`config.mk`:
```
export PLATFORM = sky130hd
export DESIGN_NAME = cpu_debug_ctrl
export DESIGN_NICKNAME = d
export VERILOG_FILES = /design/src/rtl/cpu_debug_ctrl.sv
export SDC_FILE = /design/constraint.sdc
export NUM_CORES = 1
export LEC_CHECK = 0
export ABC_CLOCK_PERIOD_IN_PS = 3170
export CORE_MARGIN = 1
export CORE_UTILIZATION = 35
export CTS_BUF_LIST = sky130_fd_sc_hd__clkbuf_8
export DETAILED_ROUTE_END_ITERATION = 16
export PLACE_DENSITY = 0.72
export SLEW_MARGIN = 40
export SYNTH_ARGS = -nofsm -noshare
export SYNTH_HDL_FRONTEND = slang
export SYNTH_SLANG_ARGS = --single-unit
```
`constraint.sdc`:
```
create_clock -name clock -period 3.17 [get_ports clock]
set_input_delay 0.317 -clock clock [delete_from_list [all_inputs] [get_ports clock]]
set_output_delay 0.317 -clock clock [all_outputs]
set_load 0.02 [all_outputs]
```
`src/rtl/cpu_debug_ctrl.sv`:
```
// Debug command controller for a small CPU: accepts host commands,
// sequences continue/register-read/reset pulses and returns one response each.
module cpu_debug_ctrl #(
    parameter int WORD_SIZE     = 18,
    parameter int CONT_CYCLES   = 3,
    parameter int SETTLE_CYCLES = 2,
    parameter int CPURST_CYCLES = 4
) (
    input  logic                 clock,
    input  logic                 reset,
    input  logic                 cmd_valid,
    output logic                 cmd_ready,
    input  logic [2:0]           cmd_op,
    input  logic [3:0]           cmd_arg,
    output logic                 rsp_valid,
    input  logic                 rsp_ready,
    output logic [1:0]           rsp_status,
    output logic [WORD_SIZE-1:0] rsp_data,
    input  logic                 wait_for_continue,
    output logic                 wait_continue_execution,
    output logic                 debug_get_param,
    output logic [3:0]           debug_reg_addr,
    input  logic [WORD_SIZE-1:0] debug_data_out,
    output logic                 cpu_reset
);

    localparam int MAX_A = (CONT_CYCLES > SETTLE_CYCLES) ? CONT_CYCLES : SETTLE_CYCLES;
    localparam int MAX_C = (MAX_A > CPURST_CYCLES) ? MAX_A : CPURST_CYCLES;
    localparam int CW    = (MAX_C < 2) ? 1 : $clog2(MAX_C + 1);

    localparam logic [CW-1:0] CONT_LD   = CW'(CONT_CYCLES - 1);
    localparam logic [CW-1:0] SETTLE_LD = CW'(SETTLE_CYCLES - 1);
    localparam logic [CW-1:0] CPURST_LD = CW'(CPURST_CYCLES - 1);

    localparam logic [2:0] OP_STATUS    = 3'd0;
    localparam logic [2:0] OP_CONTINUE  = 3'd1;
    localparam logic [2:0] OP_RUN_FREE  = 3'd2;
    localparam logic [2:0] OP_STOP      = 3'd3;
    localparam logic [2:0] OP_READ_REG  = 3'd4;
    localparam logic [2:0] OP_CPU_RESET = 3'd5;

    localparam logic [1:0] ST_OK      = 2'd0;
    localparam logic [1:0] ST_ILLEGAL = 2'd1;
    localparam logic [1:0] ST_BAD_ARG = 2'd2;
    localparam logic [1:0] ST_NOT_HLT = 2'd3;

    typedef enum logic [2:0] {
        IDLE,
        CONT,
        SETTLE,
        CPURST,
        RESP
    } state_e;

    state_e        state;
    logic [CW-1:0] cnt;
    logic          halted;
    logic          free_run;

    // Command FSM with all outputs registered alongside the state.
    always_ff @(posedge clock) begin
        if (reset) begin
            state                   <= IDLE;
            cnt                     <= '0;
            halted                  <= 1'b0;
            free_run                <= 1'b0;
            cmd_ready               <= 1'b1;
            rsp_valid               <= 1'b0;
            rsp_status              <= ST_OK;
            rsp_data                <= '0;
            wait_continue_execution <= 1'b0;
            debug_get_param         <= 1'b0;
            debug_reg_addr          <= '0;
            cpu_reset               <= 1'b0;
        end else begin
            // The CPU parks on a wait instruction; remember it unless we are releasing it.
            if (wait_for_continue && state != CONT) begin
                halted <= 1'b1;
            end
            unique case (state)
                IDLE: begin
                    if (cmd_valid) begin
                        cmd_ready  <= 1'b0;
                        rsp_status <= ST_OK;
                        rsp_data   <= '0;
                        unique case (cmd_op)
                            OP_STATUS: begin
                                state     <= RESP;
                                rsp_valid <= 1'b1;
                                rsp_data  <= {{(WORD_SIZE-2){1'b0}}, free_run, halted};
                            end
                            OP_CONTINUE: begin
                                if (free_run) begin
                                    state     <= RESP;
                                    rsp_valid <= 1'b1;
                                end else if (halted) begin
                                    state                   <= CONT;
                                    cnt                     <= CONT_LD;
                                    halted                  <= 1'b0;
                                    wait_continue_execution <= 1'b1;
                                end else begin
                                    state      <= RESP;
                                    rsp_valid  <= 1'b1;
                                    rsp_status <= ST_NOT_HLT;
                                end
                            end
                            OP_RUN_FREE: begin
                                state                   <= RESP;
                                rsp_valid               <= 1'b1;
                                free_run                <= 1'b1;
                                wait_continue_execution <= 1'b1;
                            end
                            OP_STOP: begin
                                state                   <= RESP;
                                rsp_valid               <= 1'b1;
                                free_run                <= 1'b0;
                                wait_continue_execution <= 1'b0;
                            end
                            OP_READ_REG: begin
                                if (cmd_arg <= 4'd8) begin
                                    state           <= SETTLE;
                                    cnt             <= SETTLE_LD;
                                    debug_reg_addr  <= cmd_arg;
                                    debug_get_param <= 1'b1;
                                end else begin
                                    state      <= RESP;
                                    rsp_valid  <= 1'b1;
                                    rsp_status <= ST_BAD_ARG;
                                end
                            end
                            OP_CPU_RESET: begin
                                state                   <= CPURST;
                                cnt                     <= CPURST_LD;
                                halted                  <= 1'b0;
                                free_run                <= 1'b0;
                                wait_continue_execution <= 1'b0;
                                cpu_reset               <= 1'b1;
                            end
                            default: begin
                                state      <= RESP;
                                rsp_valid  <= 1'b1;
                                rsp_status <= ST_ILLEGAL;
                            end
                        endcase
                    end
                end
                CONT: begin
                    if (cnt == '0) begin
                        state                   <= RESP;
                        rsp_valid               <= 1'b1;
                        wait_continue_execution <= free_run;
                    end else begin
                        cnt <= cnt - CW'(1);
                    end
                end
                SETTLE: begin
                    if (cnt == '0) begin
                        state           <= RESP;
                        rsp_valid       <= 1'b1;
                        rsp_data        <= debug_data_out;
                        debug_get_param <= 1'b0;
                    end else begin
                        cnt <= cnt - CW'(1);
                    end
                end
                CPURST: begin
                    if (cnt == '0) begin
                        state     <= RESP;
                        rsp_valid <= 1'b1;
                        cpu_reset <= 1'b0;
                    end else begin
                        cnt <= cnt - CW'(1);
                    end
                end
                RESP: begin
                    if (rsp_ready) begin
                        state     <= IDLE;
                        rsp_valid <= 1'b0;
                        cmd_ready <= 1'b1;
                    end
                end
                default: begin
                    state <= IDLE;
                end
            endcase
        end
    end

endmodule

```
==> out/qor.csv, run 1 <==
metric;value;unit
status;complete, no violations;
final_antenna_net_count;0;
antennaDiodeCount;0;
finalNonFillerCells;312;
die_h;73.1;um
initial_core_util;0.370;
num_io_pins;59;
slowest_delay;0.61;ns
cts_buffer_depth;2;
tritoncts;done;
cts_hold_buf;0;
finalHoldViolations;0;
yosysWarnings;0;
grt_pass1_vias;1397;
clock_sinks;37;
drt-pass1-iter-count;4;
vias_per_cell;5.13;
power.density;453;nW/um^2
tns;0;ns
synth_area_leaders;dfxtp_1 42%, a22oi_2 7.1%, nor2_1 6.1%;
syn2layout_area_growth;39.9;%
ff_latch_area;741;um^2
p_sw;293;uW
arrival;2.20;ns
synth.avg_cell_area;9.13;um^2
yosysTopAreaCellShare;0.418;
wl_per_cell;13.4;um
fin_nets;276;
fp.dieW;73.1;um
start_kind;input pin;
cp.required;3.36;ns
drc;0;
final_layout_size_suffix_gt1_frac;0.131;
io_buffer_count;58;
p_seq_frac;0.443;
synth-main-ff-cell;dfxtp_1;
syn_area;1770;um^2
fin_crit;2.02;ns
path_buf_inv;2;
power.internal;829;uW
power_frac_comb;0.168;
cp_max_fo;19;
antenna_found_initial;0;
cp-end-kind;register;
cpLargestDelayFamily;simple AND/OR/NAND/NOR gates;
grt_pass1_wl;6.56;mm
cts_buffers;5;
synthArstFlopShare;0;
grt-ovfl-total;0;
ctsResizeCount;0;
grt_usage;0.159;
setup_slack;1.15;ns
dpl.hpwl;2.87;mm
vias;1600;
critPathSlowestCell;or4b_2;
hp-start;debug_get_param;
synth_cell_types;45;
routed_wl;4.19;mm
timing.hold.ws;0.457;ns
grt_max_degree;25;
synth_edf_count;0;
fillers;454;
ys_seq_area_frac;0.418;
sw_frac_of_total;0.261;
syn_nets;226;
place_congestion;0.826;
worstMarginPinSlew;0.527;ns
dr.first_iter.drc_count;97;
yosys_register_bits;37;
synth_area_leader_cell;dfxtp_1;
fp-row-count;25;
root_buffer;clkbuf_8;
leakagePower;0.000892;uW
synthTopCellsByCount;37 x dfxtp_1, 29 x nor2_1, 10 x a21oi_1, 10 x a22oi_2, 10 x nand2_1;
max_freq;0.496;GHz
htreeDepth;2;
clk_pin_slew;0.08;ns
crit_type;input pin to register;
pwr-share-clk;0.390;
die-area;5350;um^2
peakVddDrop;0.000210;V
dp.cells;304;
fin_skew;0.00383;ns
place_ws;0.866;ns
max_slew_margin;0.648;
multi_input_area;906;um^2
core_area;4790;um^2
maxCapViolations;0;
syn_inst;194;
post_cts_buffers;0;
synth_most_common_cell;dfxtp_1;
crit_start;cmd_op[2];
rsz0062_at_grt;no;
finalCritPeriodShare;0.636;
maxSlewViolCount;0;
worstSkewPairLatency;0.30;ns
hp-class;register to register;
crit_chain;clkdlybuf4s50_1, buf_4, or4b_2, nand4_1, a22oi_1, o311a_1;
final-setup-viol-count;0;
r2r-start;cnt[0];
==> tightest hold or removal path, cell delays in order (launching register included) <==
cell and delay (ns):
dfxtp_1 0.31, inv_1 0.05, a211oi_1 0.05
==> area by class of cell <==
class	instances	share of cell area
Clock buffer	6	0.0334
Inverter	8	0.0121
Sequential cell	37	0.299
Tap cell	67	0.0339
Clock inverter	2	0.0152
Multi-Input combinational cell	132	0.366
Timing Repair Buffer	60	0.241
==> through the flow <==
step | util | total power, uW | cell area, um^2
6_report | 0.517 | 1120 | 2480
5_1_grt | 0.517 | 1170 | 2480
4_1_cts | 0.517 | 1130 | 2470
3_5_place_dp | 0.492 | 695 | 2350
3_3_place_gp | 0.491 | 694 | 2350
2_1_floorplan | - | 624 | 1770
==> registers in the layout (all words and copies together) (netlist names) <==
signal,count
debug_get_param,1
wait_continue_execution,1
halted,1
rsp_status,2
debug_reg_addr,4
cnt,3
state,3
cpu_reset,1
rsp_valid,1
free_run,1
cmd_ready,1
rsp_data,18
==> worst paths after layout <==
| path | slack [ns] | cells past startpoint | end |
|---|---|---|---|
| setup / recovery | 1.15 | 6 | cnt[0] |
| hold / removal | 0.46 | 2 | debug_get_param |
| hold reg to reg | 0.46 | 2 | debug_get_param |
| setup reg to reg | 1.32 | 6 | rsp_data[1] |
==> cell usage in the layout, fill, tap and decap left out, drive strengths merged, types with 3 or more instances in the layout <==
cell type,instances
a21oi,10
a22oi,18
clkbuf,6
clkdlybuf4s50,58
dfxtp,37
inv,8
mux2i,7
nand2,10
nand2b,3
nand3,3
nand3b,3
nand4,3
nor2,31
nor3,3
nor4b,4
o21ai,8
o31ai,3
or3b,3
==> power groups by stage <==
stage / Clock, uW / Sequential [uW] / Combinational [uW]
global route: 463 / 499 / 204
floorplan: 0 / 514 / 110
detailed placement: 0 / 507 / 188
finish: 437 / 497 / 188
CTS: 445 / 496 / 189
global placement: 0 / 507 / 187
==> logic make-up after synthesis <==
family                   share of synthesized area
buffers and inverters                       0.0735
AND/OR/NAND/NOR                              0.209
multiplexers                                0.0523
adder cells (fa/ha/maj)                     0.0141
flip-flops                                   0.418
AO/OA/AOI/OAI                                0.228
XOR/XNOR                                   0.00495
==> layer usage <==
layer,part of all wire,GRT usage
met5,0,0
met4,0.012,0.0697
met2,0.48,0.246
met3,0.048,0.0345
met1,0.46,0.211
(Power assumes the default switching activity.)
==> run 2, diff against run 1 <==
--- a/config.mk
+++ b/config.mk
@@ -5,7 +5,7 @@
 export SDC_FILE = /design/constraint.sdc
 export NUM_CORES = 1
 export LEC_CHECK = 0
-export ABC_CLOCK_PERIOD_IN_PS = 3170
+export ABC_CLOCK_PERIOD_IN_PS = 2100
 export CORE_MARGIN = 1
 export CORE_UTILIZATION = 35
 export CTS_BUF_LIST = sky130_fd_sc_hd__clkbuf_8
==> constraint.sdc (replaced) <==
create_clock -name clock -period 2.1 [get_ports clock]
set_input_delay 0.21 -clock clock [delete_from_list [all_inputs] [get_ports clock]]
set_output_delay 0.21 -clock clock [all_outputs]
set_load 0.02 [all_outputs]
==> run 2 against run 1 <==
Effect of this change:
- first-iteration DRC count is 36% higher
- clock power is 37% higher
- die area stayed put
- global-route usage is 0.44 points higher
- critical endpoint unchanged
==> out/qor.csv, run 2 (synthesized netlist as in run 1, its figures left out) <==
metric;value;unit;change
status;complete, no violations;;
routed_wl;4.22;mm;+0.72%
top_layer_used;met4;;
tritoncts;done;;
start_kind;register;;
num_io_pins;59;;unchanged
finalCritPeriodShare;0.823;;
post_cts_buffers;0;;unchanged
rsz0062_at_grt;no;;
p_sw;426;uW;+46%
dpl.hpwl;3.02;mm;+5.3%
ctsResizeCount;0;;unchanged
worstSkewPairLatency;0.29;ns;about the same
htreeDepth;2;;unchanged
crit_type;register to register;;
fin_nets;283;;+2.5%
final_common_cell;clkdlybuf4s50_1;;
grt_pass1_vias;1459;;+4.4%
drt-pass1-iter-count;4;;unchanged
regMostFlops;rsp_data;;
grt_pass1_wl;6.84;mm;+4.2%
cts_buffer_depth;2;;unchanged
core_area;4790;um^2;unchanged
drc;0;;unchanged
final_antenna_net_count;0;;unchanged
initial_core_util;0.370;;unchanged
die_h;73.1;um;unchanged
antenna_found_initial;0;;unchanged
sw_frac_of_total;0.258;;-0.00356
timing.hold.ws;0.462;ns;+0.00412 ns
reg.largest.list;rsp_data (18), debug_reg_addr (4);;
slowest_delay;0.63;ns;+0.02 ns
die-area;5350;um^2;unchanged
finalPower;1660;uW;+48%
cp-end-kind;register;;
place_congestion;0.760;;-7.9%
vias_per_cell;5.00;;-2.5%
wl_met2;1.97;mm;-1.3%
postLayoutCoreUtil;0.526;;+0.00889
root_buffer;clkbuf_8;;
p_seq_frac;0.451;;+0.008
power_frac_comb;0.187;;+0.019
power.density;657;nW/um^2;+45%
power.internal;1230;uW;+48%
antennaDiodeCount;0;;unchanged
final_layout_size_suffix_gt1_frac;0.147;;+0.0168
worstMarginPinSlew;0.474;ns;-0.0526 ns
cts_hold_buf;0;;unchanged
syn2layout_area_growth;42.3;%;
wl_met1;2.02;mm;+3.9%
cpLargestDelayFamily;simple AND/OR/NAND/NOR gates;;
leakagePower;0.000927;uW;+4.0%
pwr-share-clk;0.362;;-0.028
fin_crit;1.73;ns;
final_cell_mix;58 x clkdlybuf4s50_1, 37 x dfxtp_1, 29 x nor2_1;;
max_freq;0.578;GHz;
final-setup-viol-count;0;;unchanged
wl_per_cell;13.3;um;-1.2%
hp-class;register to register;;
finalHoldViolations;0;;unchanged
fin_skew;0.00362;ns;-0.000205 ns
cts_buffers;5;;unchanged
cp_max_fo;10;;-9
arrival;1.91;ns;-0.29 ns
maxSlewViolCount;0;;unchanged
crit_chain;or4b_4, nor2_4, a22oi_1, o311a_1;;
wl_met3;142;um;-30%
peakVddDrop;0.000433;V;+110%
fp-row-count;25;;unchanged
io_buffer_count;58;;unchanged
path_buf_inv;0;;-2
fp.dieW;73.1;um;unchanged
grt_max_degree;19;;-24%
dr.first_iter.drc_count;132;;+36%
clock_sinks;37;;unchanged
grt_usage;0.163;;+0.00438
tns;0;ns;unchanged
maxCapViolations;0;;unchanged
place_ws;0.0825;ns;-0.783 ns
critPathSlowestCell;or4b_4;;
max_slew_margin;0.683;;+0.0350
largest_register_ffs;18;;unchanged
grt-ovfl-total;0;;unchanged
cp.required;2.28;ns;-1.08 ns
setup_slack;0.371;ns;-0.782 ns
vias;1590;;-0.63%
clk_pin_slew;0.07;ns;about the same
-- run 2: layout make-up --
cell class                 instances  area, um^2
tap                               67        83.8
clock inverter                     2        35.0
timing repair buffer              67         661
clock buffer                       5        68.8
multi-input combinational        132         900
inverter                           8        30.0
sequential                        37         741
fill                             432        2270
-- run 2: power by group through the flow --
| stage | clock (uW) | combinational [uW] | sequential, uW |
|---|---|---|---|
| after floorplan | 0 | 166 | 776 |
| after global placement | 0 | 307 | 762 |
| after detailed placement | 0 | 309 | 762 |
| after CTS | 616 | 311 | 746 |
| after global routing | 643 | 334 | 751 |
| final | 599 | 310 | 747 |
-- run 2: per-stage QoR --
stage               cell area [um^2]  instances
finish                          2520        318
global route                    2520        318
CTS                             2520        318
detailed placement              2410        311
global placement                2410        311
floorplan                       1770        194
-- run 2: tightest hold or removal path: cells and delay by family, from the launching register on --
kind                   cells  cell delay (ns)
DFF                        1             0.31
AOI/OAI and AO/OA          1             0.05
buffers and inverters      1             0.05
-- run 2: worst paths after layout --
kind / start / endpoint / slack (ns) / depth (start not counted)
setup reg to reg: state[0] / cnt[0] / 0.37 / 4
setup / recovery: state[0] / cnt[0] / 0.37 / 4
hold / removal: debug_get_param / debug_get_param / 0.46 / 2
hold reg to reg: debug_get_param / debug_get_param / 0.46 / 2
-- run 2: metal layers --
| layer | GRT usage | vias to the layer above |
|---|---|---|
| li1 | - | 803 |
| met1 | 0.222 | 743 |
| met2 | 0.249 | 37 |
| met3 | 0.0318 | 7 |
| met4 | 0.0719 | 0 |
| met5 | 0 | - |
